==> src/rtl/slice_scheduler.sv <==
// -----------------------------------------------------------------------------
// slice_scheduler
//   Per-frame swing controller between katana tracking and the shared
//   atan2/CORDIC engine. Once per frame it samples the katana position into a
//   DEPTH-deep history and forms the swing vector (newest - oldest) and its L1
//   speed. For fast swings it asks the engine for an angle over a req/ack
//   handshake and publishes the result plus a slice-active flag.
//
// Ports
//   clk_in, rst_in          clock, synchronous active-high reset
//   hcount_in, vcount_in    raster position; (1024,768) marks end of frame
//   katana_x/_y/_valid_in   tracked katana position and lock flag
//   req_out, ack_in         angle request / one-cycle engine accept
//   dx_out, dy_out          signed swing vector held stable during the request
//   result_valid_in,
//   angle_in                engine result strobe and signed angle
//   angle_out,
//   angle_valid_out         last accepted angle, one-cycle update pulse
//   slice_active_out        latest swing produced an accepted angle
//   speed_out               latest |dx|+|dy|
//   miss_count_out          saturating count of aborted requests
// -----------------------------------------------------------------------------
module slice_scheduler #(
  parameter int DEPTH        = 10,
  parameter int SPEED_THRESH = 64,
  parameter int ANGLE_W      = 16,
  parameter int MISS_W       = 8
) (
  input  logic                      clk_in,
  input  logic                      rst_in,
  input  logic [10:0]               hcount_in,
  input  logic [9:0]                vcount_in,
  input  logic [10:0]               katana_x,
  input  logic [9:0]                katana_y,
  input  logic                      katana_valid_in,
  output logic                      req_out,
  input  logic                      ack_in,
  output logic signed [11:0]        dx_out,
  output logic signed [10:0]        dy_out,
  input  logic                      result_valid_in,
  input  logic signed [ANGLE_W-1:0] angle_in,
  output logic signed [ANGLE_W-1:0] angle_out,
  output logic                      angle_valid_out,
  output logic                      slice_active_out,
  output logic [11:0]               speed_out,
  output logic [MISS_W-1:0]         miss_count_out
);

  localparam int FILL_W = $clog2(DEPTH + 1);

  localparam logic [2:0] ST_IDLE  = 3'd0;
  localparam logic [2:0] ST_SHIFT = 3'd1;
  localparam logic [2:0] ST_DELTA = 3'd2;
  localparam logic [2:0] ST_REQ   = 3'd3;
  localparam logic [2:0] ST_WAIT  = 3'd4;

  logic [2:0]                state_q, state_d;
  logic [FILL_W-1:0]         fill_q, fill_d;
  logic                      req_q, req_d;
  logic signed [11:0]        dx_q, dx_d;
  logic signed [10:0]        dy_q, dy_d;
  logic signed [ANGLE_W-1:0] angle_q, angle_d;
  logic                      angle_valid_q, angle_valid_d;
  logic                      slice_q, slice_d;
  logic [11:0]               speed_q, speed_d;
  logic [MISS_W-1:0]         miss_q, miss_d;

  // Position captured in the frame_done cycle, consumed by SHIFT.
  logic [10:0] samp_x_q;
  logic [9:0]  samp_y_q;
  logic        samp_v_q;

  logic [10:0] hist_x_q [DEPTH];
  logic [9:0]  hist_y_q [DEPTH];

  logic        frame_done;
  logic        accept_frame;
  logic [11:0] dx_w, adx_w, speed_w;
  logic [10:0] dy_w, ady_w;
  logic        qualify_w;
  logic [MISS_W-1:0] miss_inc;

  assign frame_done   = (hcount_in == 11'd1024) && (vcount_in == 10'd768);
  // A frame_done landing in SHIFT or DELTA is dropped, so only sample when
  // the FSM will actually move to SHIFT.
  assign accept_frame = frame_done &&
                        ((state_q == ST_IDLE) || (state_q == ST_REQ) || (state_q == ST_WAIT));

  // Both positions are non-negative, so a one-bit zero extension makes the
  // difference fit exactly in the signed output width.
  assign dx_w    = {1'b0, hist_x_q[0]} - {1'b0, hist_x_q[DEPTH-1]};
  assign dy_w    = {1'b0, hist_y_q[0]} - {1'b0, hist_y_q[DEPTH-1]};
  assign adx_w   = dx_w[11] ? (12'd0 - dx_w) : dx_w;
  assign ady_w   = dy_w[10] ? (11'd0 - dy_w) : dy_w;
  assign speed_w = adx_w + {1'b0, ady_w};

  assign qualify_w = (fill_q == FILL_W'(DEPTH)) && (speed_w >= 12'(SPEED_THRESH));
  assign miss_inc  = (&miss_q) ? miss_q : miss_q + MISS_W'(1);

  // NOTE: every next-state value is defaulted to its current value before the
  // case statement, so no path through this block can infer a latch.
  always_comb begin
    state_d       = state_q;
    fill_d        = fill_q;
    req_d         = req_q;
    dx_d          = dx_q;
    dy_d          = dy_q;
    angle_d       = angle_q;
    angle_valid_d = 1'b0;
    slice_d       = slice_q;
    speed_d       = speed_q;
    miss_d        = miss_q;

    case (state_q)
      ST_IDLE: begin
        if (frame_done) state_d = ST_SHIFT;
      end
      ST_SHIFT: begin
        if (samp_v_q) begin
          fill_d = (fill_q == FILL_W'(DEPTH)) ? fill_q : fill_q + FILL_W'(1);
        end else begin
          fill_d  = '0;
          slice_d = 1'b0;
        end
        state_d = ST_DELTA;
      end
      ST_DELTA: begin
        speed_d = speed_w;
        if (qualify_w) begin
          dx_d    = dx_w;
          dy_d    = dy_w;
          req_d   = 1'b1;
          state_d = ST_REQ;
        end else begin
          slice_d = 1'b0;
          state_d = ST_IDLE;
        end
      end
      ST_REQ: begin
        // A new frame outranks a late accept: the stale request is abandoned.
        if (frame_done) begin
          req_d   = 1'b0;
          miss_d  = miss_inc;
          slice_d = 1'b0;
          state_d = ST_SHIFT;
        end else if (ack_in) begin
          req_d   = 1'b0;
          state_d = ST_WAIT;
        end
      end
      ST_WAIT: begin
        // A result arriving with the new frame is still used.
        if (result_valid_in) begin
          angle_d       = angle_in;
          angle_valid_d = 1'b1;
          slice_d       = 1'b1;
          state_d       = frame_done ? ST_SHIFT : ST_IDLE;
        end else if (frame_done) begin
          miss_d  = miss_inc;
          slice_d = 1'b0;
          state_d = ST_SHIFT;
        end
      end
      default: state_d = ST_IDLE;
    endcase
  end

  // NOTE: sequential state uses non-blocking assignments so every register
  // samples pre-edge values regardless of statement order.
  always_ff @(posedge clk_in) begin
    if (rst_in) begin
      state_q       <= ST_IDLE;
      fill_q        <= '0;
      req_q         <= 1'b0;
      dx_q          <= '0;
      dy_q          <= '0;
      angle_q       <= '0;
      angle_valid_q <= 1'b0;
      slice_q       <= 1'b0;
      speed_q       <= '0;
      miss_q        <= '0;
      samp_x_q      <= '0;
      samp_y_q      <= '0;
      samp_v_q      <= 1'b0;
    end else begin
      state_q       <= state_d;
      fill_q        <= fill_d;
      req_q         <= req_d;
      dx_q          <= dx_d;
      dy_q          <= dy_d;
      angle_q       <= angle_d;
      angle_valid_q <= angle_valid_d;
      slice_q       <= slice_d;
      speed_q       <= speed_d;
      miss_q        <= miss_d;
      if (accept_frame) begin
        samp_x_q <= katana_x;
        samp_y_q <= katana_y;
        samp_v_q <= katana_valid_in;
      end
    end
  end

  // NOTE: the history array is reset because its contents reach speed_out
  // even before the history has filled; a register array this small costs
  // little to clear, unlike a RAM.
  always_ff @(posedge clk_in) begin
    if (rst_in) begin
      for (int i = 0; i < DEPTH; i++) begin
        hist_x_q[i] <= '0;
        hist_y_q[i] <= '0;
      end
    end else if ((state_q == ST_SHIFT) && samp_v_q) begin
      hist_x_q[0] <= samp_x_q;
      hist_y_q[0] <= samp_y_q;
      for (int i = 1; i < DEPTH; i++) begin
        hist_x_q[i] <= hist_x_q[i-1];
        hist_y_q[i] <= hist_y_q[i-1];
      end
    end
  end

  assign req_out          = req_q;
  assign dx_out           = dx_q;
  assign dy_out           = dy_q;
  assign angle_out        = angle_q;
  assign angle_valid_out  = angle_valid_q;
  assign slice_active_out = slice_q;
  assign speed_out        = speed_q;
  assign miss_count_out   = miss_q;

endmodule
==> config.mk <==
export PLATFORM = sky130hd
export DESIGN_NAME = slice_scheduler
export DESIGN_NICKNAME = d
export VERILOG_FILES = /design/src/rtl/slice_scheduler.sv
export SDC_FILE = /design/constraint.sdc
export NUM_CORES = 1
export LEC_CHECK = 0
export ABC_AREA = 1
export ABC_CLOCK_PERIOD_IN_PS = 6000
export BUFFER_PORTS_ARGS = -buffer_cell sky130_fd_sc_hd__clkbuf_2
export CAP_MARGIN = 15
export CORE_ASPECT_RATIO = 0.75
export CORE_MARGIN = 5
export CORE_UTILIZATION = 46
export DETAILED_ROUTE_END_ITERATION = 12
export PLACE_DENSITY_LB_ADDON = 0.3
export SKIP_CTS_REPAIR_TIMING = 1
export SYNTH_ARGS = -nofsm -noshare
export SYNTH_HDL_FRONTEND = slang
export SYNTH_SLANG_ARGS = --single-unit
==> constraint.sdc <==
create_clock -name clk_in -period 6 [get_ports clk_in]
set_input_delay 0.6 -clock clk_in [delete_from_list [all_inputs] [get_ports clk_in]]
set_output_delay 0.6 -clock clk_in [all_outputs]
set_load 0.02 [all_outputs]
==> out/metrics.csv <==
stage,metric,value,unit
global_routing,antenna_found_initial,2,
route,drt_iter0_markers,728,
worst_setup_path,cp_top_family,simple AND/OR/NAND/NOR gates,
synthesis,ys_top_cells_by_area,"edfxtp_1 45%, dfxtp_1 13%, inv_1 9.0%, nor2_1 7.5%, nand2_1 3.8%",
worst_setup_path,cp_data_required_time,6450,ps
floorplanning,die-area,34200,µm²
sta,period_share,79.8,%
sta,report.final.slew_viol_count,0,
sta,worst_pin_slew,962,ps
hold_path,min_path_type,in -> reg,
finish,fillers,2754,
place,gp_congestion,0.886,
synthesis,synthCells,1510,
global_routing,grt_pass1_vias,9249,
worst_setup_path,crit_top_cell,nand2_1,
floorplanning,die_y,161,µm
sta,max_slew_margin,35.8,%
power,ir_drop,0.213,mV
global_routing,use_met2,23.8,%
finish,multiInputGateArea,4430,µm²
floorplanning,design.portCount,125,
power,powerDensity,297,nW/µm²
place,dp_hpwl,18800,µm
synthesis,synth_edf_count,210,
worst_setup_path,critPathBufInv,1,
worst_setup_path,critPathMaxFanout,26,
clock_tree,htreeDepth,1,
clock_tree,clock-root-buffer,clkbuf_16,
clock_tree,cts.clk_slew.worst_paths,60,ps
worst_setup_path,crit_slowest_cell,xor2_1,
synthesis,synth-seq-cells,301,
synthesis,async_flop_share,0,%
route,detail-route-antenna-nets,0,
synthesis,seq_area_frac_synth,57.9,%
worst_setup_path,cp-startpoint,hist_y_q[0][2],
sta,skew,11.2,ps
synthesis,postSynthAreaPerCell,9.30,µm²
clock_tree,clockBufferDepth,3,
synthesis,synth.top_cell.area_share,44.9,%
sta,fmax,209,MHz
worst_setup_path,ff2ff_setup_slack,1210,ps
worst_setup_path,r2r-end,slice_active_out,
global_routing,grt.busiest_layer,met1,
worst_setup_path,end_kind,register,
worst_setup_path,crit_type,reg -> reg,
route,drc,0,
sta,setup_tns,0,ps
global_routing,grt_usage,16.3,%
worst_setup_path,critPathArrivalTime,5230,ps
sta,fin_crit,4790,ps
global_routing,grt_pass1_wl,46100,µm
route,wl_per_cell,13.5,µm
place,port_buffers,124,
finish,seqCellArea,8130,µm²
route,first_pass_iters,5,
floorplanning,num_rows,55,
clock_tree,clock_latency,560,ps
global_routing,overflow,0,
job,drv_cap,0,
synthesis,yosysTopAreaCell,edfxtp_1,
synthesis,yosysMostFrequentCell,inv_1,
route,vias,9772,
synthesis,synth_common_cells,"335 x inv_1, 280 x nor2_1, 210 x edfxtp_1",
status,status,completed,
floorplanning,initial_utilization,46.6,%
worst_setup_path,start_kind,register,
worst_setup_path,cp.depth,23,
sta,hold_viol_final,0,
clock_tree,cts_tree,done,
finish,n_antenna_cell,0,
synthesis,ys.flop_type,edfxtp_1,
route,via_per_inst,4.77,
global_routing,use_met1,25.3,%
route,drt_wl_total,27600,µm
clock_tree,cts_sinks,301,
worst_setup_path,cp-endpoint,slice_active_out,
power,p_leak,7.01,nW
finish,area_growth,14.3,%
sta,holdWs,294,ps
floorplanning,die_w,212,µm
worst_setup_path,cpPeakStageDelay,450,ps
worst_setup_path,crit_chain,ha_1 -> a21oi_1 -> nand2_1 -> a21oi_1 -> nor2_1 -> nor2_1 -> xor2_1 -> nand3_1 -> or2_2 -> nand3b_1 -> nand2_1 -> ha_1 -> inv_1 -> nor3_1 -> o21ai_0 -> nand4_1 -> nand2_1 -> nor3_4 -> nand2_4 -> nand2_8 -> nand3_1 -> nand2_1 -> nor2_1,
sta,rsz0062_at_grt,false,
synthesis,ys_types,45,
worst_setup_path,rr_worst_depth,23,
synthesis,yosys_warnings,0,
synthesis,syn_nets,1613,
finish,fin_nets,1728,
global_routing,grt_max_degree,117,
floorplanning,core-area,30100,µm²
global_routing,grt_use_met3,3.42,%
sta,setup_violations,0,
worst_setup_path,r2r_start,hist_y_q[0][2],
finish,layout-drive-gt1-share,15.5,%
synthesis,synth_area,14000,µm²
clock_tree,cts_buffers,30,
[metal layers]
metal  share of wire (%)  vias up
li1                    -     4992
met1                  51     4517
met2                  41      224
met3                 6.1       39
met4                 1.8        0
met5                   0        -
[worst min-delay path, cell delays in order]
cell      delay, ps
clkbuf_2         80
nand3_1          70
a21oi_1          60
[where the power goes]
part	internal [mW]	switching (mW)	leakage, nW	total (mW)
Clock	1.14	0.793	0.485	1.93
Sequential	2.26	0.0162	2.90	2.28
Combinational	0.177	0.375	3.63	0.552
[layout by cell type (no fill, tap or decap), types with 3 or more instances in the layout]
cell type / count
inv_1: 335
nor2_1: 280
edfxtp_1: 210
nand2_1: 139
clkbuf_2: 124
dfxtp_1: 91
nand3_1: 85
a21oi_1: 70
o21ai_0: 48
ha_1: 37
clkbuf_16: 30
xor2_1: 28
a21oi_2: 24
nand2_4: 21
nor3_1: 14
nand4_1: 14
nand2_2: 8
clkbuf_1: 8
buf_4: 8
inv_2: 5
nand3b_1: 4
nand3_2: 4
bufinv_16: 4
nor2_4: 3
xnor2_1: 3
nor2_2: 3
nor4_1: 3
a31oi_1: 3
o211ai_1: 3
fa_1: 3
clkbuf_8: 3
clkinvlp_4: 3
[final cells by class]
class,count,share of cell area (%)
Clock buffer,41,5.12
Clock inverter,14,1.23
Tap cell,399,3.11
Multi-Input combinational cell,818,27.6
Inverter,341,7.97
Timing Repair Buffer,133,4.36
Sequential cell,301,50.6
[sequential cells by signal, indices dropped and copies added, names as in the netlist, 3 cells and up]
name	cells
angle_out	16
dx_out	12
dy_out	11
fill_q	4
hist_x_q	110
hist_y_q	100
miss_count_out	8
samp_x_q	11
samp_y_q	10
speed_out	12
state_q	3
[per-stage QoR]
stage	util, %	std cells	setup slack [ps]	total power [mW]	area (µm²)
2_1_floorplan	-	1510	2070	2.73	14000
3_3_place_gp	49.9	1992	1270	2.88	15000
3_5_place_dp	49.9	1992	1310	2.87	15000
4_1_cts	53.3	2047	1260	4.81	16100
5_1_grt	53.3	2047	716	4.98	16100
6_report	53.3	2047	1210	4.76	16100
[how the worst min path moves through the flow]
stage                             from             to  cells after the start
after global routing      angle_in[11]  angle_out[11]                      3
after detailed placement   samp_y_q[5]    samp_y_q[5]                      2
final                     angle_in[10]  angle_out[10]                      3
after CTS                  angle_in[9]   angle_out[9]                      3
after global placement     samp_x_q[8]    samp_x_q[8]                      2
after floorplan            samp_x_q[7]    samp_x_q[7]                      2
[kinds of logic (layout without fill, tap and decap cells)]
| family | after synthesis | count (layout) | synth area share, % |
|---|---|---|---|
| compound gates | 156 | 156 | 6.53 |
| xor+xnor | 31 | 31 | 1.93 |
| fa+ha+maj | 40 | 40 | 3.72 |
| buf+inv | 391 | 529 | 10.8 |
| flops | 301 | 301 | 57.9 |
| simple gates | 591 | 591 | 19.1 |
No activity file was read; power rests on OpenSTA's default activity.
